==> src/rtl/harp_uart_scheduler.sv <==
// Sole owner of the sync-output UART: interleaves time-critical Harp sync frames
// with an auxiliary byte stream, granting aux bytes only when they cannot delay a frame.
module harp_uart_scheduler #(
    parameter int CLK_HZ       = 1000000,
    parameter int BAUD         = 100000,
    parameter int LEAD_CYCLES  = 672,
    parameter int GUARD_CYCLES = 110
) (
    input  logic        clk,
    input  logic        reset,
    input  logic        run,
    input  logic [7:0]  aux_data,
    input  logic        aux_valid,
    output logic        aux_ready,
    output logic [7:0]  uart_data,
    output logic        uart_start,
    input  logic        uart_finish,
    output logic        uart_blank,
    output logic [31:0] seconds,
    output logic        LED
);

    localparam int BYTE_CYCLES = 10 * CLK_HZ / BAUD;
    // A guard shorter than one byte time would let an aux byte overlap the frame start.
    localparam int EFF_GUARD   = (GUARD_CYCLES > BYTE_CYCLES) ? GUARD_CYCLES : BYTE_CYCLES;
    localparam int TRIG_CYC    = CLK_HZ - LEAD_CYCLES;
    localparam int WIN_END     = TRIG_CYC - EFF_GUARD;
    localparam int LED_END     = CLK_HZ / 10;
    localparam int CW          = $clog2(CLK_HZ);

    typedef enum logic [2:0] {IDLE, SYNC_START, SYNC_WAIT, AUX_START, AUX_WAIT} state_t;

    state_t        state_reg, state_next;
    logic [CW-1:0] cyc_reg, cyc_next;
    logic [31:0]   stamp_reg;
    logic [2:0]    byte_idx_reg, byte_idx_next;
    logic          frame_pend_reg, frame_pend_next;
    logic [7:0]    data_reg, data_next;
    logic          led_reg;
    logic          start;
    logic          live;
    logic          wrap;
    logic          trigger;
    logic [7:0]    frame_bytes [6];

    // The reset term keeps every run-qualified output at its reset value while reset is held.
    assign live    = run & reset;
    assign wrap    = (cyc_reg == CW'(CLK_HZ - 1));
    assign trigger = live & (cyc_reg == CW'(TRIG_CYC));

    always_comb begin
        cyc_next = '0;
        if (live && !wrap)
            cyc_next = cyc_reg + CW'(1);
    end

    assign frame_bytes[0] = 8'hAA;
    assign frame_bytes[1] = 8'hAF;
    generate
        for (genvar gi = 0; gi < 4; gi++) begin : g_stamp
            assign frame_bytes[gi + 2] = stamp_reg[8*gi +: 8];
        end
    endgenerate

    always_ff @(posedge clk or negedge reset) begin
        if (!reset) begin
            cyc_reg   <= '0;
            seconds   <= '0;
            stamp_reg <= '0;
            led_reg   <= 1'b0;
        end else begin
            cyc_reg <= cyc_next;
            led_reg <= live & (cyc_next < CW'(LED_END));
            if (!live)
                seconds <= '0;
            else if (wrap)
                seconds <= seconds + 32'd1;
            if (trigger)
                stamp_reg <= seconds + 32'd1;
        end
    end

    always_ff @(posedge clk or negedge reset) begin
        if (!reset) begin
            state_reg      <= IDLE;
            byte_idx_reg   <= '0;
            frame_pend_reg <= 1'b0;
            data_reg       <= '0;
        end else begin
            state_reg      <= state_next;
            byte_idx_reg   <= byte_idx_next;
            frame_pend_reg <= frame_pend_next;
            data_reg       <= data_next;
        end
    end

    always_comb begin
        state_next      = state_reg;
        byte_idx_next   = byte_idx_reg;
        frame_pend_next = frame_pend_reg;
        data_next       = data_reg;
        start           = 1'b0;
        case (state_reg)
            IDLE: begin
                if (frame_pend_reg) begin
                    data_next  = frame_bytes[0];
                    state_next = SYNC_START;
                end else if (aux_valid && aux_ready) begin
                    data_next  = aux_data;
                    state_next = AUX_START;
                end
            end
            SYNC_START: begin
                start      = live;
                state_next = live ? SYNC_WAIT : IDLE;
            end
            SYNC_WAIT: begin
                if (uart_finish) begin
                    if (!live) begin
                        state_next = IDLE;
                    end else if (byte_idx_reg == 3'd5) begin
                        byte_idx_next   = '0;
                        frame_pend_next = 1'b0;
                        state_next      = IDLE;
                    end else begin
                        byte_idx_next = byte_idx_reg + 3'd1;
                        data_next     = frame_bytes[byte_idx_reg + 3'd1];
                        state_next    = SYNC_START;
                    end
                end
            end
            AUX_START: begin
                start      = live;
                state_next = live ? AUX_WAIT : IDLE;
            end
            AUX_WAIT: begin
                // A frame that became pending behind this byte goes straight out.
                if (uart_finish) begin
                    if (frame_pend_reg && live) begin
                        data_next  = frame_bytes[0];
                        state_next = SYNC_START;
                    end else begin
                        state_next = IDLE;
                    end
                end
            end
            default: state_next = IDLE;
        endcase
        if (trigger)
            frame_pend_next = 1'b1;
        if (!live) begin
            frame_pend_next = 1'b0;
            byte_idx_next   = '0;
        end
    end

    assign aux_ready  = (state_reg == IDLE) & live & (cyc_reg < CW'(WIN_END)) & !frame_pend_reg;
    assign uart_start = start;
    assign uart_data  = data_reg;
    assign uart_blank = !live & (state_reg == IDLE);
    assign LED        = led_reg;

endmodule

==> config.mk <==
export PLATFORM = sky130hd
export DESIGN_NAME = harp_uart_scheduler
export DESIGN_NICKNAME = d
export VERILOG_FILES = /design/src/rtl/harp_uart_scheduler.sv
export SDC_FILE = /design/constraint.sdc
export NUM_CORES = 1
export LEC_CHECK = 0
export ABC_AREA = 1
export CORE_MARGIN = 2
export CORE_UTILIZATION = 44
export DETAILED_ROUTE_END_ITERATION = 6
export HOLD_SLACK_MARGIN = 0.08
export PLACE_DENSITY = 0.69
export SYNTH_ARGS = -nofsm -noshare
export SYNTH_HDL_FRONTEND = slang
export SYNTH_SLANG_ARGS = --single-unit
==> constraint.sdc <==
create_clock -name clk -period 1.9 [get_ports clk]
set_clock_uncertainty 0.2 [all_clocks]
set_input_delay 0.475 -clock clk [delete_from_list [all_inputs] [get_ports clk]]
set_output_delay 0.475 -clock clk [all_outputs]
set_load 0.005 [all_outputs]
==> summary.txt <==
Cells and area
  • Final nets: about 1k
  • Commonest cells after routing, fill and taps aside: 160 x buf_4, 143 x nand2_1, 94 x dfrtp_1, 74 x inv_1, 37 x nor2_1
  • Commonest non-fill, non-tap cell in the layout: buf_4
  • Layout cell share with drive strength beyond 1: 0.463
  • Antenna diodes: 0
  • Multi-input gate area: ~3800 sq um
  • Reg area: between 2000 and 3000 sq um
  • Area delta synth->final: 74.5%
  • # fillers: between 700 and 800
  • Design Area, Final: roughly 9800 sq um

Critical path
  • CP max-delay cell: dfrtp_1
  • Worst r2r src: seconds[0]$_DFFE_PN0N_
  • Required @ worst endpoint: between 1000 and 1500 ps
  • CP Capture Type: primary output
  • CP Launch Type: flop
  • Critical path peak fanout: 2
  • Register-to-Register Setup Slack: -280 ps
  • Critical Setup Path Class: reg -> out
  • CP Launch Point: cyc_reg[3]$_DFF_PN0_
  • Slowest Stage Delay on Critical Path: between 400 and 500 ps
  • R2R depth: 13
  • R2R Path End: seconds[29]$_DFFE_PN0N_
  • WP data arrival: ~1500 ps
  • CP endpoint: aux_ready
  • Worst-path cell chain: nor2_1, nand2_1, a21boi_1, o21a_1, buf_2

Power and ir drop
  • Peak VDD IR: 0.000704 V
  • Pwr/cell area: roughly 610 nW/um^2
  • Total leakage power: roughly 4.7 nW

Clock network
  • H-tree levels: 3
  • CTS Buffer Depth: 2
  • Clock-pin slew on the worst setup and hold paths: ~80 ps
  • Worst-skew pair later-pin latency: roughly 370 ps
  • CTS tree: done
  • CTS root buf: clkbuf_16
  • Clock Sinks: 100
  • Inserted Clock Buffers: 9

Timing
  • Slew headroom: 0.358
  • Max Fclk: roughly 0.46 GHz
  • Fin. max-slew vios: 0
  • Final setup fails: ~70
  • Minimum clock period: 2200 ps
  • Final Cycle Share: 1.16
  • Setup TNS: -7710 ps
  • Setup slack after layout: -298 ps
  • Worst slew pin tran: ~960 ps
  • Final count of hold timing violations: 0
  • RSZ-0062 raised after global routing: true

Synth
  • Dominant cell type by area after synthesis: dfrtp_1
  • Top cells by area, synth: dfrtp_1 44%, nand2_1 12%, nand3_1 6.1%
  • Syn Inst Count: between 700 and 800
  • Post-synth EDFFs: 0
  • Library cells used by synthesis: 44
  • Async set-reset flop share out of synthesis: 1.00
  • Area of the mapped netlist: ~5600 sq um
  • Yosys warns: 0
  • Prevailing post-synth register cell: dfrtp_1
  • Syn_nets: 752
  • Top-area cell type share of the netlist area: 0.445
  • Sequential-to-total area share from yosys stat: 0.445
  • Mean Syn Cell Area: between 7 and 8 sq um
  • Synthesized flop and latch total: 100

Floorplanning
  • Full die area: around 14000 sq um
  • Die Y: 117 um
  • Starting Density: 0.448
  • Core area: approximately 13000 sq um
  • FP Rows: 41
  • I/O pin cnt: 57
  • Die W: between 100 and 150 um

Place
  • DP Area: between 7000 and 8000 sq um
  • IO Port Bufs: 56
  • RD Place Congestion: about 0.92
  • DP HPWL: about 12000 um

Route
  • DRC violations left: 0
  • WL per Instance: about 20 um
  • Via/cell ratio: ~5.7
  • Total Wirelength: ~24000 um
  • Final ANT Viol Nets: 0
  • Via count: 6700
  • Initial drt markers: just over 600
  • Initial DRT Pass Iterations: 5

GRT
  • Initial antenna violation count: 0
  • Largest net degree at the start of global routing: between 70 and 80
  • Global route overflow: 0
  • First-pass GRT wire length: a little over 30000 um
  • Vias in the first global route: roughly 6.3k
  • Total GRT Usage: 0.295

Worst hold path
  • Hold WC Path Type: in -> async

Outcome
  • Status: finished, violations left
  • Failing checks: setup timing

Flow run
  • Max_cap viols: 0
## worst min-delay path by stage
stage / from / endpoint / slack (ps) / depth (start not counted)
finish: reset / stamp_reg[30]$_DFFE_PN0P_ / 300 / 3
global route: stamp_reg[12]$_DFFE_PN0P_ / stamp_reg[12]$_DFFE_PN0P_ / 320 / 2
CTS: uart_data[6]$_DFFE_PN0P_ / uart_data[6]$_DFFE_PN0P_ / 290 / 2
detailed placement: stamp_reg[14]$_DFFE_PN0P_ / stamp_reg[14]$_DFFE_PN0P_ / 270 / 2
global placement: stamp_reg[14]$_DFFE_PN0P_ / stamp_reg[14]$_DFFE_PN0P_ / 260 / 2
floorplan: reset / LED$_DFF_PN0_ / -20 / 0
## timing repair
action | CTS | global route
setup buffers | 63 | 40
endpoints found under the hold margin | 27 | 0
gates resized for setup | 215 | 206
endpoints found under the setup margin | 127 | 104
pin swaps | 49 | 95
hold buffers | 2 | 0
cloned | 7 | 4
## kinds of logic after synthesis
group                      after synthesis  share of synthesized area
buffers and inverters                  115                     0.0836
AOI/OAI and AO/OA                      109                      0.109
DFF                                    100                      0.445
adders and majority gates                5                     0.0111
xor gates and xnor gates                21                     0.0327
and+or+nand+nor                        382                      0.315
muxes                                    2                    0.00356
## stage by stage
step / setup slack, ps / utilization / hold slack [ps] / std cells / total power [mW]
floorplan: 22.1 / - / -20.6 / 734 / 2.85
global placement: -619 / 0.575 / 264 / 1064 / 3.32
detailed placement: -670 / 0.575 / 271 / 1064 / 3.36
CTS: -300 / 0.697 / 288 / 1146 / 5.91
global route: -414 / 0.781 / 322 / 1178 / 6.28
finish: -298 / 0.781 / 297 / 1178 / 6.03
## worst max-delay path: cells and delay by family (launching register included)
kind                   cells  cell delay (ps)
flip-flops                 1              410
buffers and inverters      1              110
AO/OA/AOI/OAI              2              370
AND/OR/NAND/NOR            2              280
## Yosys cell counts (2+ instances only)
cell and count:
a21oi_1 8, o211ai_1 5, o21ai_1 16, mux2i_1 2, clkinv_1 2, buf_4 3, o21ai_0 53, nor4_2 2
nor3_2 4, inv_1 87, nand2_2 6, o31ai_1 2, o22ai_1 17, buf_6 2, nand3_2 3, nor3_4 2
buf_2 10, xor2_1 19, nor2_1 60, nor4_1 4, dfrtp_1 100, ha_1 5, nor2_2 4, a32o_1 2
clkbuf_1 3, nor3_1 19, nor2_4 3, nand3_4 2, a22oi_1 2, nand2_1 184, xnor2_1 2, inv_2 7
nand4_1 14, nand3_1 69, or2_2 2
## where the power goes
part           total (mW)  switching (mW)  internal, mW
clock network        1.88           0.931         0.949
logic                1.83           0.876         0.951
registers            2.33          0.0852          2.24
total                6.03            1.89          4.14
## layer usage
metal | vias up | share of wire | global-route usage
li1 | 2945 | - | -
met2 | 392 | 0.51 | 0.520
met4 | 0 | 0.060 | 0.135
met5 | - | 0 | 0
met1 | 3233 | 0.36 | 0.347
met3 | 130 | 0.072 | 0.0582
## cell type report
class                   instances  area share
clock buffers                  10      0.0243
clock inverters                 6     0.00548
inverters                      96      0.0405
multi-input cells             519       0.386
flip-flops and latches        100       0.256
well taps                     172      0.0219
repair buffers                273       0.263
repair inverters                2     0.00280
(Power assumes the default switching activity.)
